[src/rtl/fractcam_rule_writer.sv]
// ---------------------------------------------------------------------------
// fractcam_rule_writer
//
// Programs one ternary rule into the FRACTCAM LUTRAM match array. For each
// accepted request it sweeps every LUTRAM address (0 .. 2^SUB_W-1). At each
// address it writes one match bit per key sub-field into the selected slot.
// While the sweep runs, busy stays high so that search traffic is held off
// the shared array.
//
// Ports:
//   clk        - clock, all logic on rising edge
//   reset      - asynchronous, active-low reset
//   req_valid  - rule update request
//   req_ready  - block can accept a request (high only when idle)
//   rule_key   - rule value bits
//   rule_mask  - 1 = don't-care bit
//   rule_en    - 1 = program rule, 0 = invalidate slot (all-zero writes)
//   sel        - target slot
//   lut_we     - write strobe to the LUTRAM array
//   lut_addr   - LUTRAM address being written
//   lut_sel    - slot being written
//   lut_wdata  - one match bit per sub-field
//   busy       - update in progress, search must be stalled
//   done       - one-cycle pulse when an update completes
// ---------------------------------------------------------------------------
module fractcam_rule_writer #(
    parameter int key_size = 40,
    parameter int SN       = 4,
    parameter int SUB_W    = 6,
    parameter int NSUB     = 7
) (
    input  logic                clk,
    input  logic                reset,
    input  logic                req_valid,
    output logic                req_ready,
    input  logic [key_size-1:0] rule_key,
    input  logic [key_size-1:0] rule_mask,
    input  logic                rule_en,
    input  logic [SN-1:0]       sel,
    output logic                lut_we,
    output logic [SUB_W-1:0]    lut_addr,
    output logic [SN-1:0]       lut_sel,
    output logic [NSUB-1:0]     lut_wdata,
    output logic                busy,
    output logic                done
);

    // Key/mask are zero-extended to a whole number of sub-fields. The
    // padded key bits are 0 and not masked, so an address with a padded
    // bit set to 1 can never match (the search side drives zeros there).
    localparam int PAD_W = NSUB * SUB_W;

    typedef enum logic [1:0] {
        IDLE,
        WRITE,
        DONE
    } state_t;

    state_t              state, state_nx;
    logic [SUB_W-1:0]    cnt, cnt_nx;
    logic [key_size-1:0] key_q, mask_q;
    logic                en_q;
    logic [SN-1:0]       sel_q;

    logic                accept;
    logic [key_size-1:0] key_src, mask_src;
    logic                en_src;
    logic [SN-1:0]       sel_src;
    logic [PAD_W-1:0]    key_ext, mask_ext;
    logic [NSUB-1:0]     wdata_nx;

    assign accept = req_valid & req_ready;

    // The first write happens in the cycle right after accept. Its data must
    // therefore come from the live request inputs. Later writes use the
    // captured copy.
    assign key_src  = accept ? rule_key  : key_q;
    assign mask_src = accept ? rule_mask : mask_q;
    assign en_src   = accept ? rule_en   : en_q;
    assign sel_src  = accept ? sel       : sel_q;
    assign key_ext  = PAD_W'(key_src);
    assign mask_ext = PAD_W'(mask_src);

    // Next-state and next-address logic. The counter holds the address
    // being presented. It clears when the terminal (all-ones) address is
    // written, so it never wraps inside a sweep.
    always_comb begin
        state_nx = state;
        cnt_nx   = cnt;
        case (state)
            IDLE: begin
                cnt_nx = '0;
                if (accept) begin
                    state_nx = WRITE;
                end
            end
            WRITE: begin
                if (cnt == '1) begin
                    state_nx = DONE;
                    cnt_nx   = '0;
                end else begin
                    cnt_nx = cnt + SUB_W'(1);
                end
            end
            DONE: begin
                state_nx = IDLE;
                cnt_nx   = '0;
            end
            default: begin
                state_nx = IDLE;
                cnt_nx   = '0;
            end
        endcase
    end

    // Match bit per sub-field for the address about to be presented. A
    // sub-field matches when every unmasked key bit equals the address bit.
    always_comb begin
        wdata_nx = '0;
        for (int i = 0; i < NSUB; i++) begin
            wdata_nx[i] = en_src &
                (((cnt_nx ^ key_ext[i*SUB_W +: SUB_W]) &
                  ~mask_ext[i*SUB_W +: SUB_W]) == '0);
        end
    end

    // State, capture registers and registered outputs. Every output is
    // decoded from the next state, so it lines up with the state it
    // describes without any combinational path to the ports.
    always_ff @(posedge clk or negedge reset) begin
        if (!reset) begin
            state     <= IDLE;
            cnt       <= '0;
            key_q     <= '0;
            mask_q    <= '0;
            en_q      <= 1'b0;
            sel_q     <= '0;
            req_ready <= 1'b1;
            busy      <= 1'b0;
            done      <= 1'b0;
            lut_we    <= 1'b0;
            lut_addr  <= '0;
            lut_sel   <= '0;
            lut_wdata <= '0;
        end else begin
            state <= state_nx;
            cnt   <= cnt_nx;
            if (accept) begin
                key_q  <= rule_key;
                mask_q <= rule_mask;
                en_q   <= rule_en;
                sel_q  <= sel;
            end
            req_ready <= (state_nx == IDLE);
            busy      <= (state_nx != IDLE);
            done      <= (state_nx == DONE);
            lut_we    <= (state_nx == WRITE);
            lut_addr  <= (state_nx == WRITE) ? cnt_nx   : '0;
            lut_sel   <= (state_nx == WRITE) ? sel_src  : '0;
            lut_wdata <= (state_nx == WRITE) ? wdata_nx : '0;
        end
    end

endmodule

[config.mk]
export PLATFORM = sky130hd
export DESIGN_NAME = fractcam_rule_writer
export DESIGN_NICKNAME = d
export VERILOG_FILES = /design/src/rtl/fractcam_rule_writer.sv
export SDC_FILE = /design/constraint.sdc
export NUM_CORES = 1
export LEC_CHECK = 0
export BUFFER_PORTS_ARGS = -buffer_cell sky130_fd_sc_hd__buf_2
export CORE_ASPECT_RATIO = 1.25
export CORE_UTILIZATION = 35
export CTS_BUF_LIST = sky130_fd_sc_hd__clkbuf_4 sky130_fd_sc_hd__clkbuf_8
export DETAILED_ROUTE_END_ITERATION = 7
export GPL_TIMING_DRIVEN = 0
export PLACE_DENSITY = 0.62
export SLEW_MARGIN = 20
export SYNTH_ARGS = -nofsm -noshare
export SYNTH_HDL_FRONTEND = slang
export SYNTH_SLANG_ARGS = --single-unit
[constraint.sdc]
create_clock -name clk -period 2 [get_ports clk]
set_input_delay 0.2 -clock clk [delete_from_list [all_inputs] [get_ports clk]]
set_output_delay 0.2 -clock clk [all_outputs]
set_load 0.03 [all_outputs]
; Word level (Yosys, flattened, before mapping)
; Index checks and enable logic that the tools add are counted.
[classes]
n_addsub = 1
n_eq_ne = 4
mux = 12
bitwise_logic = 29
reduce_logical = 10
[op_table]
columns = op, count
row1 = $mux W40, 2
row2 = $and A6 B6 Y6, 7
row3 = $logic_not A6 Y1, 7
row4 = $not A6 Y6, 6
row5 = $xor A6 B6 Y6, 6
row6 = $mux W6, 3
row7 = $and A1 B1 Y1, 8
row8 = $mux W4, 2
row9 = $mux W7, 1
row10 = $add A6 B1 Y6 const B, 1
row11 = $eq A6 B6 Y1 const B, 1
row12 = $not A4 Y6, 1
row13 = $xor A6 B4 Y6, 1
row14 = $eq A2 B1 Y1 const B, 2
row15 = $logic_not A2 Y1, 2
row16 = $mux W2, 2
row17 = $pmux W2 S2, 1
row18 = $eq A2 B2 Y1 const B, 1
row19 = $reduce_bool A2 Y1, 1
row20 = $mux W1, 1
[word_totals]
ff_bits = 114
inputBits = 88
output_inout_bits = 21
wordCells = 69

; Longest topological paths before layout
[depth]
ltp_word = 8
ltp_mapped = 9
ltp_nobuf = 8

; Least setup slack after synthesis
; No wires, ideal clock.
[synth_timing]
kind = reg-to-reg
from = reg cnt[0]
to = reg lut_wdata[4]
setup_ns = 0.086
arrival_time_ns = 1.942
required_ns = 1.914
path_slack_ns = -0.028
path_stages_with_launch = 9
n_path_buf = 1
period_less_slack_ns = 2.028
path_cell_list = dfrtp_1 > ha_1 > xnor2_1 > nor2_2 > buf_6 > xnor2_1 > o221ai_1 > a221o_1 > nor3_1
[synth_between]
elab_chain_cells = 8
word_cells_on_any_way = 12
classes_between = add/sub (1) / eq/ne (2) / mux (5) / bitwise (3) / reduce/logical (1)
[synth_lines]
columns = element, line_no
row1 = start: declaration, 60  ; logic [SUB_W-1:0] cnt, cnt_nx;
row2 = start signal: assignment, 147  ; cnt <= cnt_nx;
row3 = $add A6 B1 Y6 or $eq A6 B6 Y1 (tied branches), "102, 98"
row4 = $mux W6 *, 98  ; if (cnt == '1) begin
row5 = $mux W6 *, 90  ; case (state)
row6 = net cnt_nx[2], 60
row7 = $xor A6 B6 Y6 *, 122  ; (((cnt_nx ^ key_ext[i*SUB_W +: SUB_W]) &
row8 = $and A6 B6 Y6 *, 122
row9 = $logic_not A6 Y1 *, 122
row10 = $and A1 B1 Y1 *, 121  ; wdata_nx[i] = en_src &
row11 = $mux W7 *, 160  ; lut_wdata <= (state_nx == WRITE) ? wdata_nx : '0;
row12 = end signal: assignment, 160
row13 = end: declaration, 43  ; output logic [NSUB-1:0] lut_wdata,
; The timed path passes the listed nets; every way through them passes the cells marked *.

; Worst setup path in the final report
[layout_timing]
from = reg cnt[1]
to = reg lut_wdata[5]
[layout_between]
elab_chain_cells = 8
word_cells_on_any_way = 12
classes_between = add/sub (1) / eq/ne (2) / mux (5) / bitwise (3) / reduce/logical (1)
[layout_lines]
columns = element, line_no
row1 = $add A6 B1 Y6 or $eq A6 B6 Y1 (tied branches), "102, 98"
row2 = $mux W6, 98
row3 = $mux W6, 90
row4 = $xor A6 B6 Y6, 122
row5 = $and A6 B6 Y6, 122
row6 = $logic_not A6 Y1, 122
row7 = $and A1 B1 Y1, 121
row8 = $mux W7 *, 160
; Every way passes the cells marked *; elsewhere a longest branch is shown, timed or not.

==> results.md <==
- Buffers on Ports: around 110
- HP Class: in -> reg
- Startpoint types: register
- Vias in the first global route: 4603
- CTS clock-pin slew for the worst setup and hold paths: around 70 ps
- Mux contribution to synthesized area: 0.0268
- Initial Util: 0.360
- RSZ-0062 raised after global routing: yes
- Crit Path Max Fanout: 10
- Fin util: 0.521
- Global-route wire length before repair: 24200 um
- Hold path cells: 3
- Post-synthesis sequential area ratio: 0.550
- Post-route DRC: 0
- CP Data Required Time: 2350 ps
- Pleak: ~3.7 nW
- Antenna-violating nets left: 0
- Netlist cell types: 51
- Largest net degree at the start of global routing: 82
- Layout Area Growth over Synthesis: 44.7%
- Longest Clk Path Bufs: 2
- Die extent in x: between 100 and 150 um
- Via count: about 4500
- TNS Setup: -359 ps
- Ys flop type: dfrtp_1
- P per Cell Area: roughly 1600 nW/um^2
- Share of the synthesized area in the top cell type: 0.545
- Cell Rows: around 50
- Relative slew slack: 0.673
- Routability cong.: 0.809
- Final setup margin: -90.8 ps
- Syn avg cell area: 9.49 um^2
- Worst Max-Slew Pin Slew: slightly below 500 ps
- Syn. warnings: 0
- DIE AREA: approximately 15000 um^2
- Top post-synthesis cells by count: 224 x nand2_1, 113 x dfrtp_1, 43 x xnor2_1
- Complex-gate fraction of the synthesized area: 0.0728
- DP Cell Count: about 830
- Clock latency on the worst-skew pair: ~450 ps
- CP Capture Type: register
- Max Fclk: around 480 MHz
- R2R depth: 7
- Setup Crit Path Kind: reg -> reg
- Layout cells sized above 1: 0.281
- DR vias/cell: ~4.8
- CP Data Arrival Time: 2440 ps
- Post-synth EDFFs: 0
- Setup Skew: approximately 12 ps
- Routed Wire Length: 15600 um
- IO Count: 109
- Diodes inserted: 0
- Mapped cell area: between 5000 and 6000 um^2
- Shortest period the worst path allows: approximately 2100 ps
- DP HPWL: approximately 10000 um
- Endpoints failing setup: 6
- Largest cells by area after synthesis: dfrtp_1 54%, nand2_1 16%, xnor2_1 7.3%
- Largest family of logic cells by synthesized area: simple AND/OR/NAND/NOR gates
- Initial DRC count: about 250
- Power Total: ~0.012 W
- Sink Count: 114
- Fraction of registers with async set/reset: 1.00
- Violated checks: setup timing
- Core area: approximately 14000 um^2
- H-Tree Level Count: 4
- Register bit total from synthesis: roughly 110
- Final Max Slew Viols: 0
- Final count of hold timing violations: 0
- Final worst path period share: 1.05
- VDD IR max: 0.644 mV
- Area leader, netlist: dfrtp_1
- Root Driver: clkbuf_8
- Number of max-cap violations: 0
- Synth Area in XOR/XNOR: 0.0945
- Synth Area in Adders: 0.00241
- Initial antenna violation count: 0
- Outcome: finished with violations
- Synth Instances: ~550
- Die Height: 138 um
- Inserted Clock Buffers: 17
- Synthesized Nets: 636
- Nets: roughly 850
- Drt wl/cell: ~16 um
- Simple-gate share of the synthesized area: 0.216
- Finished Layout Cells: about 950
- GR Overflow Total: 0
- DRT Pass-1 Iters: 4
- Most common cell in the netlist: nand2_1
- CTS tree: built
- Tot GR Track Use: 0.209
==> metal layers <==
| metal | wire length, um | vias up | track usage | part of all wire |
|---|---|---|---|---|
| met2 | 8010 | 139 | 0.358 | 0.51 |
| met4 | 448 | 0 | 0.105 | 0.029 |
| met3 | 753 | 34 | 0.0408 | 0.048 |
| met1 | 6370 | 2159 | 0.250 | 0.41 |
| li1 | - | 2203 | - | - |
| met5 | 0 | - | 0 | 0 |
==> stage by stage <==
step	instance area, um^2	hold slack, ps	setup slack [ps]
finish	7510	12.6	-90.8
global route	7510	16.6	-188
CTS	7380	1.76	-64.1
detailed placement	5990	113	-607
global placement	5960	411	-574
floorplan	5190	-95.6	5.31
==> cell type report <==
| cell class | instances | area (um^2) |
|---|---|---|
| Multi-Input combinational cell | 394 | 2300 |
| Clock buffer | 17 | 234 |
| Tap cell | 178 | 223 |
| Fill cell | 1337 | 6900 |
| Sequential cell | 114 | 2860 |
| Clock inverter | 15 | 184 |
| Inverter | 11 | 41.3 |
| Timing Repair Buffer | 197 | 1450 |
| Buffer | 28 | 226 |
==> power breakdown <==
group	total, W	internal (W)	switching (W)
logic	0.00550	0.00249	0.00301
registers	0.00388	0.00339	0.000490
clock network	0.00227	0.00124	0.00103
total	0.0117	0.00712	0.00453
==> registers in the layout (all words and copies together), names as in the netlist <==
signal / cells
done: 1
lut_addr: 6
en_q: 1
state: 2
lut_we: 1
mask_q: 40
sel_q: 4
key_q: 40
busy: 1
req_ready: 1
cnt: 6
lut_wdata: 7
lut_sel: 4
==> worst max-delay path, cell delays in order, from the launching register on <==
cell,delay [ps]
dfrtp_1,430
ha_4,270
nand2_4,160
buf_8,200
xor2_1,200
o221ai_2,130
a221o_1,350
nor4_2,250
==> placed cells by master, fill, tap and decap left out, types with 6 or more instances in the layout <==
cell type | netlist | layout
nand2_1 | 224 | 223
buf_2 | 11 | 112
dfrtp_1 | 113 | 111
dlygate4sd3_1 | 0 | 72
xnor2_1 | 43 | 38
nor2_1 | 17 | 17
clkbuf_8 | 0 | 17
buf_4 | 1 | 14
xor2_1 | 13 | 12
buf_6 | 2 | 11
inv_1 | 10 | 10
or3_1 | 8 | 8
a21oi_1 | 7 | 7
o221ai_1 | 10 | 7
clkbuf_2 | 0 | 6
mux2i_1 | 6 | 6
clkinvlp_4 | 0 | 6
==> what timing repair did <==
action,CTS,global route
endpoints found under the setup margin,54,33
gates resized for setup,43,17
cloned,1,0
hold endpoints to repair,108,0
hold buffers,72,0
pin swaps,7,15
setup buffers,9,6
==> worst paths after layout <==
path / startpoint / to / slack [ps]
hold / removal: rule_key[37] / key_q[37]$_DFF_PN0_ / 10
setup reg to reg: cnt[1]$_DFF_PN0_ / lut_wdata[5]$_DFF_PN0_ / -90
setup / recovery: cnt[1]$_DFF_PN0_ / lut_wdata[5]$_DFF_PN0_ / -90
min in group asynchronous: reset / lut_sel[0]$_DFF_PN0_ / 190
hold reg to reg: mask_q[17]$_DFF_PN0_ / mask_q[17]$_DFF_PN0_ / 470
max in group asynchronous: reset / req_ready$_DFF_PN1_ / 1070
==> logic make-up (layout without fill, tap and decap cells) <==
| kind of cell | after synthesis | in the layout |
|---|---|---|
| AND/OR/NAND/NOR | 276 | 276 |
| XOR/XNOR | 56 | 56 |
| AO/OA/AOI/OAI | 49 | 49 |
| flip-flops | 114 | 114 |
| buffers and inverters | 39 | 268 |
| multiplexers | 12 | 12 |
| adder cells (fa/ha/maj) | 1 | 1 |
Note: power is estimated with default switching activity, not from simulation.
